[src/rtl/doc_safety_cc_payload_gen.sv]
// rtl/doc_safety_cc_payload_gen.sv - folds safety samples into a CRC-32 payload for cross-comparison
module doc_safety_cc_payload_gen #(
    parameter int SAMPLES_PER_PAYLOAD  = 8,
    parameter int STALL_TIMEOUT_CYCLES = 1024
) (
    input  logic        clk,
    input  logic        rst_n,
    input  logic        gen_start,
    input  logic        gen_abort,
    input  logic        sample_valid,
    input  logic [31:0] sample_data,
    output logic        payload_valid,
    input  logic        payload_ack,
    output logic [31:0] payload_data,
    output logic [7:0]  payload_seq,
    output logic        busy,
    output logic        stall_err,
    output logic        start_ignored
);

    localparam logic [31:0] CRC_POLY   = 32'h04C11DB7;
    localparam logic [31:0] CRC_INIT   = 32'hFFFFFFFF;
    localparam logic [7:0]  LAST_IDX   = 8'(SAMPLES_PER_PAYLOAD - 1);
    localparam logic [15:0] STALL_LAST = 16'(STALL_TIMEOUT_CYCLES - 1);

    typedef enum logic [1:0] {
        IDLE    = 2'd0,
        COLLECT = 2'd1,
        HOLD    = 2'd2
    } state_t;

    state_t      r_state;
    state_t      w_state_nxt;
    logic [31:0] r_crc;
    logic [7:0]  r_sample_cnt;
    logic [15:0] r_stall_cnt;
    logic        r_payload_valid;
    logic [31:0] r_payload_data;
    logic [7:0]  r_payload_seq;
    logic        r_stall_err;
    logic        r_start_ignored;

    logic        w_start_go;
    logic        w_accept;
    logic        w_complete;
    logic        w_timeout;
    logic        w_ack_go;
    logic        w_start_ign;
    logic [31:0] w_crc_nxt;

    // Whole 32-bit word per cycle, MSB first, no reflection and no final XOR.
    function automatic logic [31:0] f_crc32(input logic [31:0] crc, input logic [31:0] data);
        logic [31:0] c;
        logic        fb;
        c = crc;
        for (int i = 31; i >= 0; i--) begin
            fb = c[31] ^ data[i];
            c  = {c[30:0], 1'b0};
            if (fb) begin
                c = c ^ CRC_POLY;
            end
        end
        return c;
    endfunction

    assign w_crc_nxt = f_crc32(r_crc, sample_data);

    always_comb begin
        w_state_nxt = r_state;
        w_start_go  = 1'b0;
        w_accept    = 1'b0;
        w_complete  = 1'b0;
        w_timeout   = 1'b0;
        w_ack_go    = 1'b0;
        w_start_ign = 1'b0;
        if (gen_abort) begin
            w_state_nxt = IDLE;
        end else begin
            case (r_state)
                IDLE: begin
                    if (gen_start) begin
                        w_start_go  = 1'b1;
                        w_state_nxt = COLLECT;
                    end
                end
                COLLECT: begin
                    w_start_ign = gen_start;
                    // A sample arriving on the timeout cycle wins: it completes or restarts the stall count.
                    if (sample_valid) begin
                        w_accept = 1'b1;
                        if (r_sample_cnt == LAST_IDX) begin
                            w_complete  = 1'b1;
                            w_state_nxt = HOLD;
                        end
                    end else if (r_stall_cnt == STALL_LAST) begin
                        w_timeout   = 1'b1;
                        w_state_nxt = IDLE;
                    end
                end
                HOLD: begin
                    w_start_ign = gen_start;
                    if (payload_ack) begin
                        w_ack_go    = 1'b1;
                        w_state_nxt = IDLE;
                    end
                end
                default: w_state_nxt = IDLE;
            endcase
        end
    end

    always_ff @(posedge clk or negedge rst_n) begin
        if (!rst_n) begin
            r_state         <= IDLE;
            r_crc           <= 32'h0;
            r_sample_cnt    <= 8'h0;
            r_stall_cnt     <= 16'h0;
            r_payload_valid <= 1'b0;
            r_payload_data  <= 32'h0;
            r_payload_seq   <= 8'h0;
            r_stall_err     <= 1'b0;
            r_start_ignored <= 1'b0;
        end else begin
            r_state     <= w_state_nxt;
            r_stall_err <= w_timeout;
            if (w_start_ign) begin
                r_start_ignored <= 1'b1;
            end
            if (w_start_go) begin
                r_crc        <= CRC_INIT;
                r_sample_cnt <= 8'h0;
                r_stall_cnt  <= 16'h0;
            end else if (w_accept) begin
                r_crc        <= w_crc_nxt;
                r_sample_cnt <= r_sample_cnt + 8'h1;
                r_stall_cnt  <= 16'h0;
            end else if (r_state == COLLECT && !w_timeout && !gen_abort) begin
                r_stall_cnt <= r_stall_cnt + 16'h1;
            end
            if (w_complete) begin
                r_payload_data  <= w_crc_nxt;
                r_payload_valid <= 1'b1;
            end
            if (w_ack_go) begin
                r_payload_valid <= 1'b0;
                r_payload_seq   <= r_payload_seq + 8'h1;
            end
            if (gen_abort) begin
                r_payload_valid <= 1'b0;
            end
        end
    end

    assign payload_valid = r_payload_valid;
    assign payload_data  = r_payload_data;
    assign payload_seq   = r_payload_seq;
    assign busy          = (r_state != IDLE);
    assign stall_err     = r_stall_err;
    assign start_ignored = r_start_ignored;

endmodule

[config.mk]
export PLATFORM = sky130hd
export DESIGN_NAME = doc_safety_cc_payload_gen
export DESIGN_NICKNAME = d
export VERILOG_FILES = /design/src/rtl/doc_safety_cc_payload_gen.sv
export SDC_FILE = /design/constraint.sdc
export NUM_CORES = 1
export LEC_CHECK = 0
export BUFFER_PORTS_ARGS = -buffer_cell sky130_fd_sc_hd__buf_2
export CAP_MARGIN = 40
export CORE_MARGIN = 1
export CORE_UTILIZATION = 45
export CTS_CLUSTER_DIAMETER = 60
export DETAILED_ROUTE_END_ITERATION = 12
export SLEW_MARGIN = 0
export SYNTH_ARGS = -nofsm -noshare
export SYNTH_HDL_FRONTEND = slang
export SYNTH_SLANG_ARGS = --single-unit
[constraint.sdc]
create_clock -name clk -period 5.9 [get_ports clk]
set_input_delay 0.295 -clock clk [delete_from_list [all_inputs] [get_ports clk]]
set_output_delay 0.295 -clock clk [all_outputs]
set_load 0.01 [all_outputs]
==> results of run 1 <==
## worst paths after layout
| kind | start | endpoint | cells past startpoint |
|---|---|---|---|
| worst max-delay path | r_crc[24]$_DFFE_PN0P_ | r_crc[11]$_DFFE_PN0P_ | 9 |
| worst min-delay path | payload_ack | payload_valid$_DFFE_PN0P_ | 2 |
| worst max register to register | r_crc[24]$_DFFE_PN0P_ | r_crc[11]$_DFFE_PN0P_ | 9 |
| worst min register to register | start_ignored$_DFFE_PN0P_ | start_ignored$_DFFE_PN0P_ | 1 |
| max in group asynchronous | rst_n | r_stall_cnt[11]$_DFFE_PN0P_ | 4 |
| min in group asynchronous | rst_n | r_crc[7]$_DFFE_PN0P_ | 2 |
## per-stage QoR
stage,setup slack [ns],hold WS [ns]
floorplan,2.12,-0.000591
global placement,1.58,0.267
detailed placement,1.53,0.278
CTS,1.46,0.128
global route,1.29,0.150
finish,1.46,0.142
## repair_timing
item                      CTS  global route
hold endpoints to repair   33             0
gates resized for setup     0             0
hold buffers                1             0
## worst max-delay path, delay by kind of cell (launching register included)
| kind | cells | cell delay (ns) |
|---|---|---|
| and+or+nand+nor | 2 | 0.47 |
| xor gates and xnor gates | 7 | 3.49 |
| DFF | 1 | 0.41 |
## placed cells by master (no fill, tap or decap), types with 6 or more instances in the layout
master,n
ha_1,6
xor2_1,63
xnor2_1,132
mux2_2,9
buf_2,80
a21oi_1,8
xnor2_2,13
xnor3_1,43
dfrtp_1,101
o21ai_0,27
clkbuf_16,9
nand2_1,69
xnor3_2,14
xor2_2,9
and3_1,7
nand3_1,22
o211ai_1,18
nor2_1,44
## metal layers
layer | routed length [um] | track usage, %
met3 | 823 | 3.88
met5 | 0 | 0
met1 | 8340 | 30.7
met2 | 9040 | 37.2
met4 | 456 | 8.14
## registers in the layout, indices dropped and copies added (netlist names)
register and flops:
payload_data 32, r_crc 32, r_stall_cnt 16, payload_seq 8, r_sample_cnt 8, r_state 2, payload_valid 1, stall_err 1
start_ignored 1
## cell type report
type / instances / area, um2 / share of cell area, %
multi-input combinational: 533 / 4990 / 57.7
sequential: 101 / 2530 / 29.2
timing repair buffer: 88 / 518 / 5.99
tap: 220 / 275 / 3.18
clock buffer: 9 / 225 / 2.60
clock inverter: 7 / 97.6 / 1.13
inverter: 4 / 15.0 / 0.174
## logic make-up after synthesis
logic type      after synthesis  share of synthesized area, %
flops                       101                          33.3
fa+ha+maj                     6                         0.989
compound gates               64                          5.13
buf+inv                      21                          1.04
mux                          10                          1.47
simple gates                168                          9.89
xor+xnor                    285                          48.2
==> impl_results.md, run 1 <==
- IO buf count: 81
- Mean Syn Cell Area: 11.6 um2
- Vias in the first global route: 5161
- Initial antenna violation count: 0
- Post-synth top flop: dfrtp_1
- Commonest cells in the netlist: xnor2_1 (132), dfrtp_1 (101), nand2_1 (69)
- Largest net degree at the start of global routing: 61
- Post-synth ARST share: 100%
- CTS tree: built
- Unique masters post-synth: 43
- First drt pass iteration count: 5
- Clock Skew: 0.00892 ns
- Final Cycle Share: 75.2%
- Final HPWL DP: 14600 um
- Sequential area share after synthesis: 33.3%
- Ports: 82
- Layout Cells excl Fill: 962
- Post-synth top area share: 33.3%
- Core area: 16500 um2
- R2R Setup Slk: 1.46 ns
- Synth top area cells: dfrtp_1 (33%), xnor2_1 (15%), xnor3_1 (13%)
- Placed cell area: 8310 um2
- Die Width: 132 um
- DRT iter0 DRCs: 223
- Fillers: 1446
- Fin. Hold Viols: 0
- Postcts setup bufs: 0
- Leading cell type by number of instances after synthesis: xnor2_1
- CP Launch Type: flop
- Max Slew Vio Count: 0
- Layout cells sized above 1: 21.3%
- CTS Sinks: 101
- Clock buffer count from CTS: 9
- Dpl cells: 945
- Starting Density: 45.9%
- Clock latency at the later pin of the worst-skew pair: 0.36 ns
- Hold WC Path Type: in -> reg
- Flop and latch count out of synthesis: 101
- Slew headroom: 45.0%
- FMAX: 225 MHz
- Worst path required time: 6.19 ns
- Worst slew pin tran: 0.824 ns
- Clk buf depth: 2
- Cell row count: 47
- Final-report setup violation count: 0
- Antenna Violating Nets Remaining: 0
- WL/cell: 19.4 um
- Vias per cell: 5.17
- Routability Congestion: 0.920
- Finished Core Util: 52.3%
- Slowest stage cell, crit path: xnor2_1
- Yosys top cell by area: dfrtp_1
- CP endpoint kind: flop
- Die ar.: 17400 um2
- DIE HEIGHT: 132 um
- H-tree levels: 3
- All-Layer GR Usage: 22.8%
- Mapped Area: 7590 um2
- First-pass GRT wire length: 29700 um
- Min Tclk post-route: 4.44 ns
- Ant diodes: 0
- Syn-to-layout area delta: 13.9%
- Setup TNS Final: 0 ns
- GR Overflow Total: 0
- Critical Path, Cell by Cell: xnor2_1 -> xnor3_1 -> xor2_2 -> xnor2_2 -> xor2_2 -> xnor3_1 -> xnor3_2 -> or3_1 -> nand3_1
- Post-synth EDFFs: 0
- NumNets Final: 781
- Vias: 4975
- Fin area: 8650 um2
- Worst path max stage delay: 0.58 ns
- Post-synthesis net count: 699
- Yosys Warn Count: 0
- Cells after synthesis: 655
- Unrepaired setup endpoints after global routing: false
- Total wire length: 18700 um
- Status: finished clean
- Root buffer cell: clkbuf_16
- Post-route DRC: 0
- Worst-path clk slew: 0.07 ns
- Critical path arrival: 4.73 ns
- Max cap viols: 0
- Kind of critical path: reg -> reg
- Max FO, Critical Path: 9
Power of run 1 is not shown: default switching activity piles up to over one toggle a cycle in this logic, so the estimate is an artifact.
==> run 2: changes to the inputs <==
==> constraint.sdc (replaced) <==
create_clock -name clk -period 4.45 [get_ports clk]
set_input_delay 0.2225 -clock clk [delete_from_list [all_inputs] [get_ports clk]]
set_output_delay 0.2225 -clock clk [all_outputs]
set_load 0.01 [all_outputs]
==> run 2 against run 1 <==
Effect of this change: the flow now finishes with violations (negative hold slack); register-to-register slack got worse by 1.2 ns; sequential share of layout area shrank 0.31 points; count of clock-buffer cells in the layout rose by 1; flip-flop and latch count unchanged; die area stayed put; first-iteration DRC count increased by 23%; worst hold slack got worse by 0.17 ns; core utilization increased by 0.57 points; critical path depth unchanged; critical endpoint is now r_crc[27]$_DFFE_PN0P_; largest cell class unchanged; highest routed layer unchanged.
==> impl_results.md, run 2 (synthesis results as in run 1) <==
- Vias: 5018
- Root buffer cell: clkbuf_16
- H-tree levels: 3
- Vias in the first global route: 5314
- Critical path arrival: 4.39 ns
- Final Cycle Share: 94.0%
- Largest net degree at the start of global routing: 65
- Syn-to-layout area delta: 15.2%
- CTS Hold Bufs: 0
- Final HPWL DP: 15000 um
- Pre-CTS setup slack: 0.296 ns
- CTS Sinks: 101
- Setup TNS Final: 0 ns
- NumNets Final: 801
- Postcts setup bufs: 0
- Worst slew pin tran: 0.840 ns
- Ant diodes: 0
- Routability Congestion: 0.898
- Worst path required time: 4.66 ns
- CP Launch Type: flop
- CTS tree: built
- Worst path max stage delay: 0.62 ns
- Fillers: 1486
- Ports: 82
- Unrepaired setup endpoints after global routing: false
- Fin area: 8740 um2
- Post_cts resized: 0
- Commonest non-fill, non-tap cell in the layout: xnor2_1
- DIE HEIGHT: 132 um
- Kind of critical path: reg -> reg
- Die Width: 132 um
- Status: complete, but fails checks
- Hold WC Path Type: in -> async
- GR Overflow Total: 0
- All-Layer GR Usage: 23.5%
- Max Slew Vio Count: 0
- Antenna Violating Nets Remaining: 0
- First-pass GRT wire length: 30800 um
- First drt pass iteration count: 6
- Clk buf depth: 2
- WL/cell: 19.7 um
- Vias per cell: 5.12
- Failing checks: negative hold slack
- Clock buffer count from CTS: 9
- Slew headroom: 44.0%
- Layout cells sized above 1: 23.4%
- Slowest stage cell, crit path: xnor3_2
- Final-report setup violation count: 0
- Max cap viols: 0
- Clock latency at the later pin of the worst-skew pair: 0.35 ns
- R2R Setup Slk: 0.27 ns
- DRT iter0 DRCs: 274
- Placed cell area: 8420 um2
- Die ar.: 17400 um2
- Initial antenna violation count: 0
- Min Tclk post-route: 4.18 ns
- FMAX: 239 MHz
- Most used cell along the critical path: xnor3_2
- Max FO, Critical Path: 6
- WHS: -0.0238 ns
- CP endpoint kind: flop
- Starting Density: 45.9%
- Core area: 16500 um2
- Fin. Hold Viols: 36
- Cell row count: 47
- Final WS setup: 0.266 ns
- Critical Path, Cell by Cell: xnor2_2 -> xnor3_2 -> xnor3_2 -> xor2_2 -> xnor3_2 -> xor3_4 -> xnor3_1 -> nor2_1 -> o21ai_0
- Worst-path clk slew: 0.07 ns
- Commonest non-fill, non-tap cells in the layout: xnor2_1 (132), dfrtp_1 (101), buf_2 (80)
- Clock Skew: 0.0105 ns
- Total wire length: 19400 um
- Post-route DRC: 0
- IO buf count: 81
-- run 2: cell types whose count changed in the layout (fill, tap and decap cells not counted) --
cell,before,now
buf_16,2,0
buf_4,3,28
buf_8,2,0
clkbuf_8,0,1
clkinv_2,2,0
clkinv_4,0,2
dlygate4sd3_1,1,0
inv_6,1,0
inv_8,1,0
-- run 2: worst paths after layout --
kind	from	end	depth (start not counted)
max	r_crc[28]$_DFFE_PN0P_	r_crc[27]$_DFFE_PN0P_	9
min in group clk	payload_ack	payload_valid$_DFFE_PN0P_	2
min reg2reg	start_ignored$_DFFE_PN0P_	start_ignored$_DFFE_PN0P_	1
max in group asynchronous	rst_n	payload_data[26]$_DFFE_PN0P_	2
min	rst_n	r_crc[0]$_DFFE_PN0P_	1
max reg2reg	r_crc[28]$_DFFE_PN0P_	r_crc[27]$_DFFE_PN0P_	9
-- run 2: critical path: cells and delay by family (launching register included) --
family           cells  cell delay, ns
AO/OA/AOI/OAI        1            0.11
XOR/XNOR             7            3.32
flip-flops           1            0.44
AND/OR/NAND/NOR      1            0.16
-- run 2: area by class of cell --
type                    count  area (um2)  area share, %
clock buffers              10         239           2.73
clock inverters             5        85.1          0.974
inverters                   4        15.0          0.172
multi-input cells         533        4990           57.1
flip-flops and latches    101        2530           28.9
well taps                 220         275           3.15
repair buffers            108         611           6.99
-- run 2: per-layer routing --
layer / global-route usage (%) / routed length (um) / part of all wire [%]
met5: 0 / 0 / 0
met4: 6.65 / 304 / 1.6
met3: 3.04 / 883 / 4.6
met2: 39.6 / 9530 / 49
met1: 31.8 / 8640 / 45
-- run 2: per-stage QoR --
step / std cells / util [%]
floorplan: 655 / -
global placement: 966 / 50.9
detailed placement: 966 / 50.9
CTS: 981 / 52.9
global route: 981 / 52.9
finish: 981 / 52.9
Power of run 2 is left out for the same reason.
